$ cat config.mk
export PLATFORM = sky130hd
export DESIGN_NAME = audio_level_meter
export DESIGN_NICKNAME = d
export VERILOG_FILES = /design/src/rtl/audio_level_meter.sv
export SDC_FILE = /design/constraint.sdc
export NUM_CORES = 1
export LEC_CHECK = 0
export ABC_CLOCK_PERIOD_IN_PS = 3400
export BUFFER_PORTS_ARGS = -buffer_cell sky130_fd_sc_hd__buf_2
export CAP_MARGIN = 10
export CORE_MARGIN = 2
export CORE_UTILIZATION = 55
export CTS_CLUSTER_DIAMETER = 100
export CTS_CLUSTER_SIZE = 10
export DETAILED_ROUTE_END_ITERATION = 12
export PLACE_DENSITY = 0.82
export SLEW_MARGIN = 20
export SYNTH_ARGS = -nofsm -noshare
export SYNTH_HDL_FRONTEND = slang
export SYNTH_SLANG_ARGS = --single-unit
$ cat constraint.sdc
create_clock -name clk -period 3.4 [get_ports clk]
set_clock_uncertainty 0.1 [all_clocks]
set_input_delay 0.68 -clock clk [delete_from_list [all_inputs] [get_ports clk]]
set_output_delay 0.68 -clock clk [all_outputs]
set_load 0.05 [all_outputs]
$ cat src/rtl/audio_level_meter.sv
// Windowed audio level meter: mean-absolute or peak-absolute level over 2^LOG2_N samples.
// Latency: 2 cycles from the strobe of the window's last sample to level/level_ready.
// No backpressure: every strobed sample is taken; level_ready is a single-cycle pulse.
module audio_level_meter #(
    parameter int LOG2_N = 8
) (
    input  logic        clk,
    input  logic        reset_n,
    input  logic        enable,
    input  logic        mode,
    input  logic        sample_valid,
    input  logic [15:0] sample,
    output logic [7:0]  level,
    output logic        level_ready
);

    // Accumulator holds N full-scale magnitudes without overflow.
    localparam int AW = 15 + LOG2_N;

    typedef enum logic {
        S_IDLE  = 1'b0,
        S_ACCUM = 1'b1
    } state_t;

    state_t              r_state;
    state_t              w_state_nxt;

    // Stage 1: registered magnitude.
    logic [14:0]         r_mag;
    logic                r_mag_v;
    logic [14:0]         w_mag;

    // Window state.
    logic [AW-1:0]       r_acc;
    logic [AW-1:0]       w_acc_nxt;
    logic [14:0]         r_peak;
    logic [14:0]         w_peak_nxt;
    logic [LOG2_N-1:0]   r_cnt;
    logic [LOG2_N-1:0]   w_cnt_nxt;
    logic                r_mode_q;
    logic                w_mode_q_nxt;
    logic [7:0]          r_level;
    logic [7:0]          w_level_nxt;
    logic                r_level_ready;
    logic                w_level_ready_nxt;

    // Datapath helpers.
    logic [AW-1:0]       w_acc_sum;
    logic [14:0]         w_peak_max;
    logic [7:0]          w_mean_lvl;
    logic [7:0]          w_peak_lvl;
    logic                w_last;

    // Absolute value with -32768 saturated to 32767; for a negative sample
    // |s| = 2^15 - low15, which is the 15-bit two's complement of low15.
    always_comb begin
        w_mag = sample[14:0];
        if (sample[15]) begin
            if (sample[14:0] == 15'd0) begin
                w_mag = 15'h7FFF;
            end else begin
                w_mag = (~sample[14:0]) + 15'd1;
            end
        end
    end

    // Stage 1 register: magnitude and its qualifier.
    always_ff @(posedge clk or negedge reset_n) begin
        if (!reset_n) begin
            r_mag   <= 15'd0;
            r_mag_v <= 1'b0;
        end else begin
            r_mag_v <= sample_valid;
            if (sample_valid) begin
                r_mag <= w_mag;
            end
        end
    end

    // The completing sample is folded in combinationally so the result
    // lands on the same edge that consumes the last magnitude.
    assign w_acc_sum  = r_acc + AW'(r_mag);
    assign w_peak_max = (r_mag > r_peak) ? r_mag : r_peak;
    // (sum >> LOG2_N) >> 7 keeps bits [LOG2_N+14 : LOG2_N+7] of the sum.
    assign w_mean_lvl = w_acc_sum[LOG2_N+7 +: 8];
    assign w_peak_lvl = w_peak_max[14:7];
    assign w_last     = &r_cnt;

    // Next-state and window bookkeeping; defaults hold state, pulse low.
    always_comb begin
        w_state_nxt       = r_state;
        w_acc_nxt         = r_acc;
        w_peak_nxt        = r_peak;
        w_cnt_nxt         = r_cnt;
        w_mode_q_nxt      = r_mode_q;
        w_level_nxt       = r_level;
        w_level_ready_nxt = 1'b0;

        case (r_state)
            S_IDLE: begin
                // Meter cleared while idle; magnitudes are ignored.
                w_acc_nxt  = '0;
                w_peak_nxt = '0;
                w_cnt_nxt  = '0;
                if (enable) begin
                    w_state_nxt  = S_ACCUM;
                    w_mode_q_nxt = mode;
                end
            end

            S_ACCUM: begin
                if (!enable) begin
                    // Partial window dropped; level keeps its last value.
                    w_state_nxt = S_IDLE;
                    w_acc_nxt   = '0;
                    w_peak_nxt  = '0;
                    w_cnt_nxt   = '0;
                end else if (r_mag_v) begin
                    if (w_last) begin
                        w_level_nxt       = r_mode_q ? w_peak_lvl : w_mean_lvl;
                        w_level_ready_nxt = 1'b1;
                        w_acc_nxt         = '0;
                        w_peak_nxt        = '0;
                        w_cnt_nxt         = '0;
                        // Mode is only sampled at window boundaries.
                        w_mode_q_nxt      = mode;
                    end else begin
                        w_acc_nxt  = w_acc_sum;
                        w_peak_nxt = w_peak_max;
                        w_cnt_nxt  = r_cnt + LOG2_N'(1);
                    end
                end
            end

            default: begin
                w_state_nxt = S_IDLE;
            end
        endcase
    end

    // State and window registers.
    always_ff @(posedge clk or negedge reset_n) begin
        if (!reset_n) begin
            r_state       <= S_IDLE;
            r_acc         <= '0;
            r_peak        <= '0;
            r_cnt         <= '0;
            r_mode_q      <= 1'b0;
            r_level       <= 8'h00;
            r_level_ready <= 1'b0;
        end else begin
            r_state       <= w_state_nxt;
            r_acc         <= w_acc_nxt;
            r_peak        <= w_peak_nxt;
            r_cnt         <= w_cnt_nxt;
            r_mode_q      <= w_mode_q_nxt;
            r_level       <= w_level_nxt;
            r_level_ready <= w_level_ready_nxt;
        end
    end

    assign level       = r_level;
    assign level_ready = r_level_ready;

endmodule

# ---- After elaboration in Yosys (flattened, before gate mapping)
# Index checks and enable logic that the tools add are counted.
dict set report totals {
  reg_bits 73
  inputBits 21
  output_inout_bits 9
  word_cells 53
}
dict set report op_classes {
  add_sub_neg 3
  magnitude_cmp 1
  eq_ne 6
  muxes 26
  n_bitwise 2
  reduce_logical 5
}
# operator n
set ops {}
lappend ops {{2-to-1 mux 15 bit} 6}
lappend ops {{2-to-1 mux 23 bit} 3}
lappend ops {{one-hot mux 23 bit (2 select lines)} 1}
lappend ops {{2-to-1 mux 8 bit} 4}
lappend ops {{one-hot mux 15 bit (2 select lines)} 1}
lappend ops {{adder 23 x 15 -> 23 bit} 1}
lappend ops {{one-hot mux 8 bit (2 select lines)} 1}
lappend ops {{adder 15 x 1 -> 15 bit, second input constant} 1}
lappend ops {{greater-than comparator 15 bit} 1}
lappend ops {{logical NOT 15 bit} 1}
lappend ops {{inverter 15 bit} 1}
lappend ops {{AND reduction 11 bit} 1}
lappend ops {{2-to-1 mux 1 bit} 9}
lappend ops {{adder 8 x 1 -> 8 bit, second input constant} 1}
lappend ops {{AND reduction 8 bit} 1}
lappend ops {{inequality test 2 x 1 -> 1 bit, second input constant} 2}
lappend ops {{inequality test 2 bit, second input constant} 2}
lappend ops {{inequality test 4 x 2 -> 1 bit, second input constant} 1}
lappend ops {{AND reduction 4 bit} 1}
lappend ops {{inequality test 3 x 2 -> 1 bit, second input constant} 1}
lappend ops {{one-hot mux 1 bit (2 select lines)} 1}
lappend ops {{AND reduction 2 bit} 1}
lappend ops {{inverter 1 bit} 1}

# ---- Longest topological paths before layout
dict set report depth {
  depth_word 6
  ltp_mapped 10
  depth_no_buf 9
}

# ---- Worst setup path before layout
# OpenSTA, ideal clock, no wires.
dict set report synth_timing {
  kind {reg-to-reg}
  start {register r_mag[0]}
  end {register r_level[3], in the netlist level[3]}
  setup_ns 0.126
  t_arrival_ns 2.354
  required_time_ns 3.174
  setup_slack_ns 0.820
  path_stages_with_launch 10
  path_buffers 0
  synth_period_minus_slack_ns 2.580
  path_cell_list {dfrtp_1 > ha_1 > fa_1 > a211oi_1 > o21bai_1 > o211ai_1 > nand2_1 > nand4_1 > xnor2_1 > a221o_1}
}
dict set report synth_via {
  elab_chain_cells 3
  elab_cells_between_ends 4
  cone_classes {1 x add/sub; 1 x order compare; 2 x mux}
}
# element line_no
set synth_rtl {}
lappend synth_rtl {{start: declaration} 29} ;# logic [14:0] r_mag;
lappend synth_rtl {{start signal: assignment} 75} ;# r_mag <= w_mag;
lappend synth_rtl {{greater-than comparator 15 bit} 83} ;# assign w_peak_max = (r_mag > r_peak) ? r_mag : r_peak;
lappend synth_rtl {{2-to-1 mux 15 bit} 83}
lappend synth_rtl {{2-to-1 mux 8 bit (*)} 120} ;# w_level_nxt = r_mode_q ? w_peak_lvl : w_mean_lvl;
lappend synth_rtl {{end signal: assignment} 157} ;# r_level <= w_level_nxt;
lappend synth_rtl {{end: declaration} 42} ;# logic [7:0] r_level;
# Mark *: on every way between the ends. The rest lies on a longest branch, timed or not. The select of a mux whose other input is x is not followed.
# A chain may end at the register's enable or synchronous reset.

# ---- Worst setup path after layout
# Same ends and word-level chain as after synthesis.

==> summary.md <==
| Metric | Value |
|---|---|
| Status | complete, no violations |
| P_leak | around 2.2 nW |
| Post-Syn Area | 0.00446 mm2 |
| Synth top area cells | dfrtp_1 41%, ha_1 9.0%, o21ai_0 5.3% |
| Max Cap Viol | 0 |
| HP Class | in2async |
| Share of layout cells above drive strength 1 | approximately a tenth |
| CTS tree | done |
| Setup crit end kind | flip-flop |
| Clock-pin slew on the worst setup and hold paths | around 0.08 ns |
| Power Dens Cells | approximately 450 mW/mm2 |
| Headroom to the max-slew limit | a little under half |
| Final Setup Violations | 0 |
| Mean Syn Cell Area | 9.16 um2 |
| Final Hold Fails | 0 |
| Least-Margin Pin Slew | around 0.82 ns |
| Post-synthesis sequential area ratio | between 40% and 50% |
| Number of synthesized flops with an enable pin | 0 |
| Vias in the first global route | around 3700 |
| 1st-pass router iterations | 6 |
| Routed len/inst | roughly 17 um |
| Bufs on Longest Clock Path | 2 |
| Die Y | approximately 94 um |
| Peak Freq | 331 MHz |
| Area delta synth->final | 10.4% |
| Post-CTS Setup Inserts | 0 |
| Async set-reset flop share out of synthesis | 100% |
| NumNets Final | ~570 |
| DR DRC count | 0 |
| Initial antenna violation count | 0 |
| DP Wirelength | roughly 7600 um |
| Cts repair resizes | 0 |
| Worst-Skew Late Latency | 0.35 ns |
| All-layer global routing usage | roughly 25% |
| ANT cells | 0 |
| Yosys cell types | between 40 and 50 |
| DR vias/cell | around 6 |
| Pins Over Slew Limit | 0 |
| GRT Residual Overflow | 0 |
| YS warnings | 0 |
| Design Power | about 2.2 mW |
| Ys flop type | dfrtp_1 |
| Synthesized Nets | roughly 540 |
| CTS sink cnt | 73 |
| Initial DRC count | 260 |
| TritonCTS Buffers | 9 |
| Hold Buf Count CTS | 0 |
| Startpoint types | flip-flop |
| Die area | about 0.009 mm2 |
| Root Driver | clkbuf_8 |
| H-tree Lvls | 3 |
| Largest net degree at the start of global routing | 39 |
| Num ports | 30 |
| PortBufs | 29 |
| VDD IR max | about 0.36 mV |
| First-pass GRT wire length | around 17000 um |
| Cell count after synthesis | roughly 490 |
| Drt total wl | about 10000 um |
| Routed Antenna Nets | 0 |
| Core area | a little under 0.008 mm2 |
| Share of the synthesized area in the top cell type | 41.0% |
| Initial Util | between 50% and 60% |
| Die width | between 90 and 100 um |
| Fin crit period | 3.02 ns |
| Seq cells post-synth | between 70 and 80 |
| Unrepaired setup endpoints after global routing | no |
| Setup TNS Final | 0 ns |
| Leading area contributor after synthesis | dfrtp_1 |
| Row Count | 32 |
| Critical path peak fanout | 9 |
| Critical Path RT | about 3.5 ns |
| Kind of critical path | reg2reg |
| Via count | 3806 |
| Critical Path AT | approximately 3.2 ns |
| Final Cycle Share | 88.8% |
| GP Congestion | around 0.86 |
-- final timing paths --
path	start	endpoint	slack (ns)	cells past startpoint
worst max register to register	r_mag[0]$_DFFE_PN0P_	level[3]$_DFFE_PN0P_	0.38	9
worst min-delay path	reset_n	r_cnt[6]$_DFFE_PN0P_	0.31	1
min in group clk	enable	r_state$_DFF_PN0_	0.36	1
max in group asynchronous	reset_n	r_peak[8]$_DFFE_PN0P_	2.20	2
worst max-delay path	r_mag[0]$_DFFE_PN0P_	level[3]$_DFFE_PN0P_	0.38	9
worst min register to register	level[7]$_DFFE_PN0P_	level[7]$_DFFE_PN0P_	0.38	2
-- layout by cell type, fill, tap and decap left out, types with 5 or more instances in the layout --
cell / netlist / final
xnor2_1: 9 / 9
inv_1: 23 / 23
o21ai_0: 47 / 47
a211oi_1: 5 / 5
nand2_1: 48 / 48
xor2_1: 22 / 22
dfrtp_1: 73 / 73
nor2_1: 40 / 40
mux2i_1: 6 / 6
ha_1: 32 / 32
a22o_1: 17 / 17
nor3_1: 8 / 8
o31ai_1: 9 / 9
nand3_1: 8 / 8
a221o_1: 5 / 5
a21o_1: 5 / 5
a21oi_1: 40 / 40
buf_2: 0 / 29
clkbuf_8: 0 / 10
nand4_1: 9 / 9
buf_4: 0 / 5
-- logic make-up (layout without fill, tap and decap cells) --
family                   Yosys count  in the layout  share of synthesized area [%]
flip-flops                        73             73                           41.0
AO/OA/AOI/OAI                    162            162                           23.6
XOR/XNOR                          31             31                           6.09
buffers and inverters             42             74                           3.87
adder cells (fa/ha/maj)           33             33                           9.43
multiplexers                       8              8                           1.85
AND/OR/NAND/NOR                  138            138                           14.2
-- registers in the layout, indices dropped and copies added (netlist names) --
signal       cells
r_mag           15
level            8
r_state          1
r_mode_q         1
level_ready      1
r_cnt            8
r_peak          15
r_acc           23
r_mag_v          1
-- cell type report --
type / instances / area [um2]
Fill cell: 658 / 2880
Multi-Input combinational cell: 372 / 2460
Sequential cell: 73 / 1830
Timing Repair Buffer: 35 / 203
Clock buffer: 12 / 145
Tap cell: 102 / 128
Inverter: 23 / 86.3
Clock inverter: 4 / 76.3
-- Yosys cell counts (6+ instances only) --
cell type	instances
xnor2_1	9
clkbuf_1	17
nor2_1	40
nand3_1	8
a22o_1	17
o21ai_0	47
xor2_1	22
nand4_1	9
mux2i_1	6
nor3_1	8
nand2_1	48
ha_1	32
o31ai_1	9
inv_1	23
a21oi_1	40
dfrtp_1	73
-- worst max-delay path: stages (launching register included) --
cell and delay [ns]:
dfrtp_1 0.41, ha_1 0.26, fa_1 0.43, a211oi_1 0.25, o21bai_1 0.14, o211ai_1 0.37, nand2_1 0.30, nand4_1 0.23
xnor2_1 0.08, a221o_1 0.33
-- metal layers --
| metal | GRT usage [%] | wire, um |
|---|---|---|
| met5 | 0 | 0 |
| met4 | 8.33 | 241 |
| met2 | 42.9 | 5150 |
| met1 | 31.1 | 4510 |
| met3 | 6.02 | 538 |
-- metrics by stage --
stage                     utilization (%)  instance area, um2  setup WS [ns]  std cells  hold WS (ns)
after detailed placement             60.2                4700          0.455        605         0.367
after global routing                 63.1                4920          0.154        621         0.349
after global placement               60.2                4700          0.587        605         0.364
after floorplan                         -                4460          0.820        487         0.284
after CTS                            63.1                4920          0.447        621         0.333
final                                63.1                4920          0.381        621         0.313
-- where the power goes --
| part | internal, mW | switching, mW |
|---|---|---|
| clock | 0.435 | 0.323 |
| combinational | 0.198 | 0.279 |
| sequential | 0.919 | 0.0749 |
(Power assumes the default switching activity.)
